`config.mk`:
```
export PLATFORM = sky130hd
export DESIGN_NAME = led_blinker
export DESIGN_NICKNAME = d
export VERILOG_FILES = /design/src/rtl/led_blinker.sv
export SDC_FILE = /design/constraint.sdc
export NUM_CORES = 1
export LEC_CHECK = 0
export CAP_MARGIN = 20
export CORE_MARGIN = 2
export CORE_UTILIZATION = 45
export CTS_BUF_LIST = sky130_fd_sc_hd__clkbuf_2 sky130_fd_sc_hd__clkbuf_4 sky130_fd_sc_hd__clkbuf_8
export DETAILED_ROUTE_END_ITERATION = 7
export GPL_TIMING_DRIVEN = 0
export PLACE_DENSITY = 0.64
export SLEW_MARGIN = 20
export SYNTH_ARGS = -nofsm -noshare
export SYNTH_HDL_FRONTEND = slang
export SYNTH_SLANG_ARGS = --single-unit
```
`constraint.sdc`:
```
create_clock -name i_clock -period 7.9 [get_ports i_clock]
set_input_delay 0.79 -clock i_clock [delete_from_list [all_inputs] [get_ports i_clock]]
set_output_delay 0.79 -clock i_clock [all_outputs]
set_load 0.02 [all_outputs]
```
`src/rtl/led_blinker.sv`:
```
// Multi-channel LED driver: prescaled tick, shared blink phase and a chase
// position, with a per-channel OFF/ON/BLINK/CHASE mode select.
module led_blinker #(
  parameter int unsigned N_LEDS         = 4,
  parameter int unsigned PRESCALE       = 4,
  parameter int unsigned DIV_WIDTH      = 16,
  parameter int unsigned DEFAULT_PERIOD = 2
) (
  input  logic                  i_clock,
  input  logic                  i_reset_n,
  input  logic                  i_enable,
  input  logic                  i_load,
  input  logic [DIV_WIDTH-1:0]  i_period,
  input  logic [2*N_LEDS-1:0]   i_mode,
  output logic [N_LEDS-1:0]     o_led,
  output logic                  o_tick
);

  localparam int unsigned PRE_W = (PRESCALE > 1) ? $clog2(PRESCALE) : 1;
  localparam int unsigned POS_W = (N_LEDS > 1) ? $clog2(N_LEDS) : 1;

  localparam logic [1:0] MODE_OFF   = 2'b00;
  localparam logic [1:0] MODE_ON    = 2'b01;
  localparam logic [1:0] MODE_BLINK = 2'b10;
  localparam logic [1:0] MODE_CHASE = 2'b11;

  logic [PRE_W-1:0]     pre_cnt;
  logic [DIV_WIDTH-1:0] hp_cnt;
  logic [DIV_WIDTH-1:0] period_q;
  logic [DIV_WIDTH-1:0] hp_lim_c;
  logic                 blink_q;
  logic [POS_W-1:0]     chase_pos;
  logic                 tick_c;
  logic                 hp_last_c;
  logic [N_LEDS-1:0]    led_next_c;

  // Internal tick on prescaler wrap; a zero period behaves as one tick
  assign tick_c    = i_enable && (pre_cnt == PRE_W'(PRESCALE - 1));
  assign hp_lim_c  = (period_q == '0) ? DIV_WIDTH'(1) : period_q;
  assign hp_last_c = (hp_cnt == hp_lim_c - DIV_WIDTH'(1));

  // Prescaler, half-period counter, blink phase and chase position
  always_ff @(posedge i_clock or negedge i_reset_n) begin
    if (!i_reset_n) begin
      pre_cnt   <= '0;
      hp_cnt    <= '0;
      blink_q   <= 1'b0;
      chase_pos <= '0;
      period_q  <= DIV_WIDTH'(DEFAULT_PERIOD);
      o_tick    <= 1'b0;
    end else if (i_load) begin
      period_q  <= i_period;
      pre_cnt   <= '0;
      hp_cnt    <= '0;
      blink_q   <= 1'b0;
      chase_pos <= '0;
      o_tick    <= 1'b0;
    end else begin
      o_tick <= tick_c;
      if (i_enable) begin
        if (tick_c) begin
          pre_cnt <= '0;
          if (hp_last_c) begin
            hp_cnt    <= '0;
            blink_q   <= ~blink_q;
            chase_pos <= (chase_pos == POS_W'(N_LEDS - 1)) ? '0 : chase_pos + POS_W'(1);
          end else begin
            hp_cnt <= hp_cnt + DIV_WIDTH'(1);
          end
        end else begin
          pre_cnt <= pre_cnt + PRE_W'(1);
        end
      end
    end
  end

  // Per-channel LED value from its mode and the current shared state
  always_comb begin
    led_next_c = '0;
    for (int k = 0; k < N_LEDS; k++) begin
      case (i_mode[2*k +: 2])
        MODE_OFF:   led_next_c[k] = 1'b0;
        MODE_ON:    led_next_c[k] = 1'b1;
        MODE_BLINK: led_next_c[k] = blink_q;
        MODE_CHASE: led_next_c[k] = (chase_pos == POS_W'(k));
        default:    led_next_c[k] = 1'b0;
      endcase
    end
  end

  // Registered LED outputs
  always_ff @(posedge i_clock or negedge i_reset_n) begin
    if (!i_reset_n) begin
      o_led <= '0;
    end else begin
      o_led <= led_next_c;
    end
  end

endmodule

```
==> summary.md <==
| Metric | Value |
|---|---|
| Initial antenna violation count | `0` |
| Non-Filler Instances | `386` |
| CP startpoint kind | `flip-flop` |
| MaxCap Viol Count | `0` |
| Final min period | `3.53 ns` |
| R2r setup slk | `between 4 and 5 ns` |
| DR DRC count | `0` |
| Critical Path RT | `just over 8 ns` |
| Resize count post-CTS | `0` |
| Place WS | `between 4 and 5 ns` |
| Max_slew headroom | `about 54%` |
| Final instance area | `3160 um2` |
| Worst-Skew Late Latency | `0.30 ns` |
| Post-synth top cells | `41 x dfrtp_1, 26 x nor2_1, 20 x nand2_1, 15 x xnor2_1, 14 x mux2_2` |
| DR WL/cell | `15.5 um` |
| Worst Reg-to-Reg Cells | `13` |
| Gr usage total | `20.3%` |
| RSZ-0062 raised after global routing | `false` |
| Crit path max fanout | `10` |
| Setup slack after layout | `4.37 ns` |
| Core box area | `5570 um2` |
| Max frequency | `283 MHz` |
| Final Cycle Share | `44.7%` |
| Synth Area per Inst | `~9.6 um2` |
| H-tree lvl count | `2` |
| FFs w/ async S/R, synth | `100%` |
| GR Overflow Total | `0` |
| Cells after Synth | `274` |
| Peak supply drop | `0.0663 mV` |
| Initial Utilization | `a little under half` |
| Die Y | `roughly 80 um` |
| Seq/Total Area, Yosys | `between 40% and 50%` |
| Yosys cell types | `55` |
| Num Clock Sinks | `42` |
| CTS max path bufs | `2` |
| Synthesis-to-finish area growth | `20.2%` |
| Floorplan row count | `27` |
| Placed Instances | `~380` |
| Flops & latches, synth | `42` |
| RR Endpoint | `hp_cnt[6]` |
| Final nets | `between 300 and 400` |
| Hold Crit Class | `input pin to asynchronous set/reset pin` |
| Clock skew | `0.00758 ns` |
| Setup Crit Path Kind | `flip-flop to flip-flop` |
| Status | `complete, no violations` |
| Mapped Area | `2630 um2` |
| Die width | `80.4 um` |
| Final Wtd Congestion | `0.921` |
| Origin of the critical flop-to-flop path | `period_q[4]` |
| Fillers | `530` |
| Largest cells by area after synthesis | `dfrtp_1 39%, mux2_2 6.0%, xnor2_1 5.0%` |
| DR pass1 iterations | `5` |
| Routed wire length | `between 5000 and 6000 um` |
| Setup TNS | `0 ns` |
| Final setup viols | `0` |
| Crit end category | `flip-flop` |
| Worst EP arrival | `3.72 ns` |
| Ys flop type | `dfrtp_1` |
| CTS tree | `done` |
| EDFF count, synth | `0` |
| Dpl hpwl | `~4500 um` |
| Number of antenna diodes | `0` |
| Clock slew at reported path FFs | `0.08 ns` |
| Slew Viols, Final | `0` |
| IO Count | `33` |
| Post-synth top area share | `39.0%` |
| Leakage power | `roughly 1.2 nW` |
| Syn Nets | `309` |
| Synth area leader | `dfrtp_1` |
| Antenna viol nets, final | `0` |
| Vias in the first global route | `1,999` |
| Post CTS Setup Buffer Count | `0` |
| Leading cell type by number of instances after synthesis | `dfrtp_1` |
| First-pass GRT wire length | `9830 um` |
| Worst slew pin tran | `0.681 ns` |
| CTS Hold Buffers Added | `0` |
| Root buffer cell | `clkbuf_8` |
| PortBufs | `31` |
| Fin. Hold Viols | `0` |
| Largest net degree at the start of global routing | `23` |
| Total power | `just under 0.5 mW` |
| Power density cells | `157 nW/um2` |
| Fraction of layout cells with a size suffix above 1 | `13.1%` |
| Placed cell area | `3050 um2` |
| Yosys warning count | `0` |
| TritonCTS Buffers | `5` |
| Vias per Instance | `5.66` |
| Initial DRC Count | `127` |
| Die Area | `6470 um2` |
| Vias | `2,185` |
==> registers in the layout, summed over array words and instances, names as in the netlist <==
name / count
pre_cnt: 2
o_led: 4
chase_pos: 2
period_q: 16
o_tick: 1
blink_q: 1
hp_cnt: 16
==> per-stage QoR <==
| step | utilization [%] | hold slack [ns] |
|---|---|---|
| floorplan | - | 0.490 |
| global placement | 54.3 | 0.509 |
| detailed placement | 54.7 | 0.526 |
| CTS | 56.7 | 0.469 |
| global route | 56.7 | 0.482 |
| finish | 56.7 | 0.454 |
==> layer usage <==
| layer | GRT usage, % | vias up | share of wire, % |
|---|---|---|---|
| met3 | 4.04 | 9 | 6.3 |
| met4 | 7.46 | 0 | 1.7 |
| met2 | 32.3 | 57 | 48 |
| met1 | 27.3 | 1054 | 44 |
| met5 | 0 | - | 0 |
| li1 | - | 1065 | - |
==> cells in the final DEF (no fill, tap or decap), types with 5 or more instances in the layout <==
cell	n
a21oi_1	9
a31oi_1	5
clkbuf_1	5
clkbuf_8	5
clkdlybuf4s50_1	30
dfrtp_1	41
ha_1	7
inv_1	13
mux2_2	14
nand2_1	20
nand3_1	12
nand4_1	7
nor2_1	26
nor3_1	7
nor4_1	7
o21ai_0	5
o31ai_1	5
or4_1	6
xnor2_1	15
xor2_1	13
==> power by group <==
group | internal, mW | switching, mW | total, mW
combinational | 0.0446 | 0.0434 | 0.0880
sequential | 0.226 | 0.0134 | 0.239
clock | 0.0931 | 0.0774 | 0.171
total | 0.363 | 0.134 | 0.497
==> how the worst max path moves through the flow <==
stage / from / endpoint / slack [ns] / depth (start not counted)
2_1_floorplan: period_q[8] / chase_pos[0] / 4.79 / 13
3_3_place_gp: period_q[13] / hp_cnt[14] / 4.43 / 13
3_5_place_dp: period_q[4] / hp_cnt[5] / 4.39 / 13
4_1_cts: period_q[4] / hp_cnt[5] / 4.37 / 13
5_1_grt: period_q[13] / hp_cnt[5] / 4.16 / 13
6_report: period_q[4] / hp_cnt[6] / 4.37 / 13
==> layout make-up <==
class | instances | area [um2] | area share, %
plain buffers | 10 | 61.3 | 1.94
inverters | 13 | 48.8 | 1.54
repair buffers | 32 | 333 | 10.5
clock buffers | 5 | 68.8 | 2.18
multi-input cells | 209 | 1470 | 46.4
clock inverters | 3 | 40.0 | 1.27
flip-flops and latches | 42 | 1050 | 33.3
well taps | 72 | 90.1 | 2.85
==> cell families (layout without fill, tap and decap cells) <==
logic type | Yosys count | after routing | share of synthesized area (%)
flip-flops | 42 | 42 | 40.0
multiplexers | 15 | 15 | 6.38
buffers and inverters | 23 | 63 | 4.19
XOR/XNOR | 28 | 28 | 9.33
adder cells (fa/ha/maj) | 7 | 7 | 3.33
AND/OR/NAND/NOR | 112 | 112 | 23.7
AO/OA/AOI/OAI | 47 | 47 | 13.0
==> worst max-delay path, stage by stage (launching register included) <==
cell,delay (ns)
dfrtp_1,0.38
buf_6,0.14
or4_1,0.63
nor3_2,0.30
a21oi_1,0.11
ha_1,0.25
or3b_1,0.29
o31ai_1,0.12
a211o_1,0.27
nand3_1,0.12
o21ai_2,0.13
o31ai_4,0.32
buf_2,0.28
nor2_1,0.08
(Power assumes the default switching activity.)
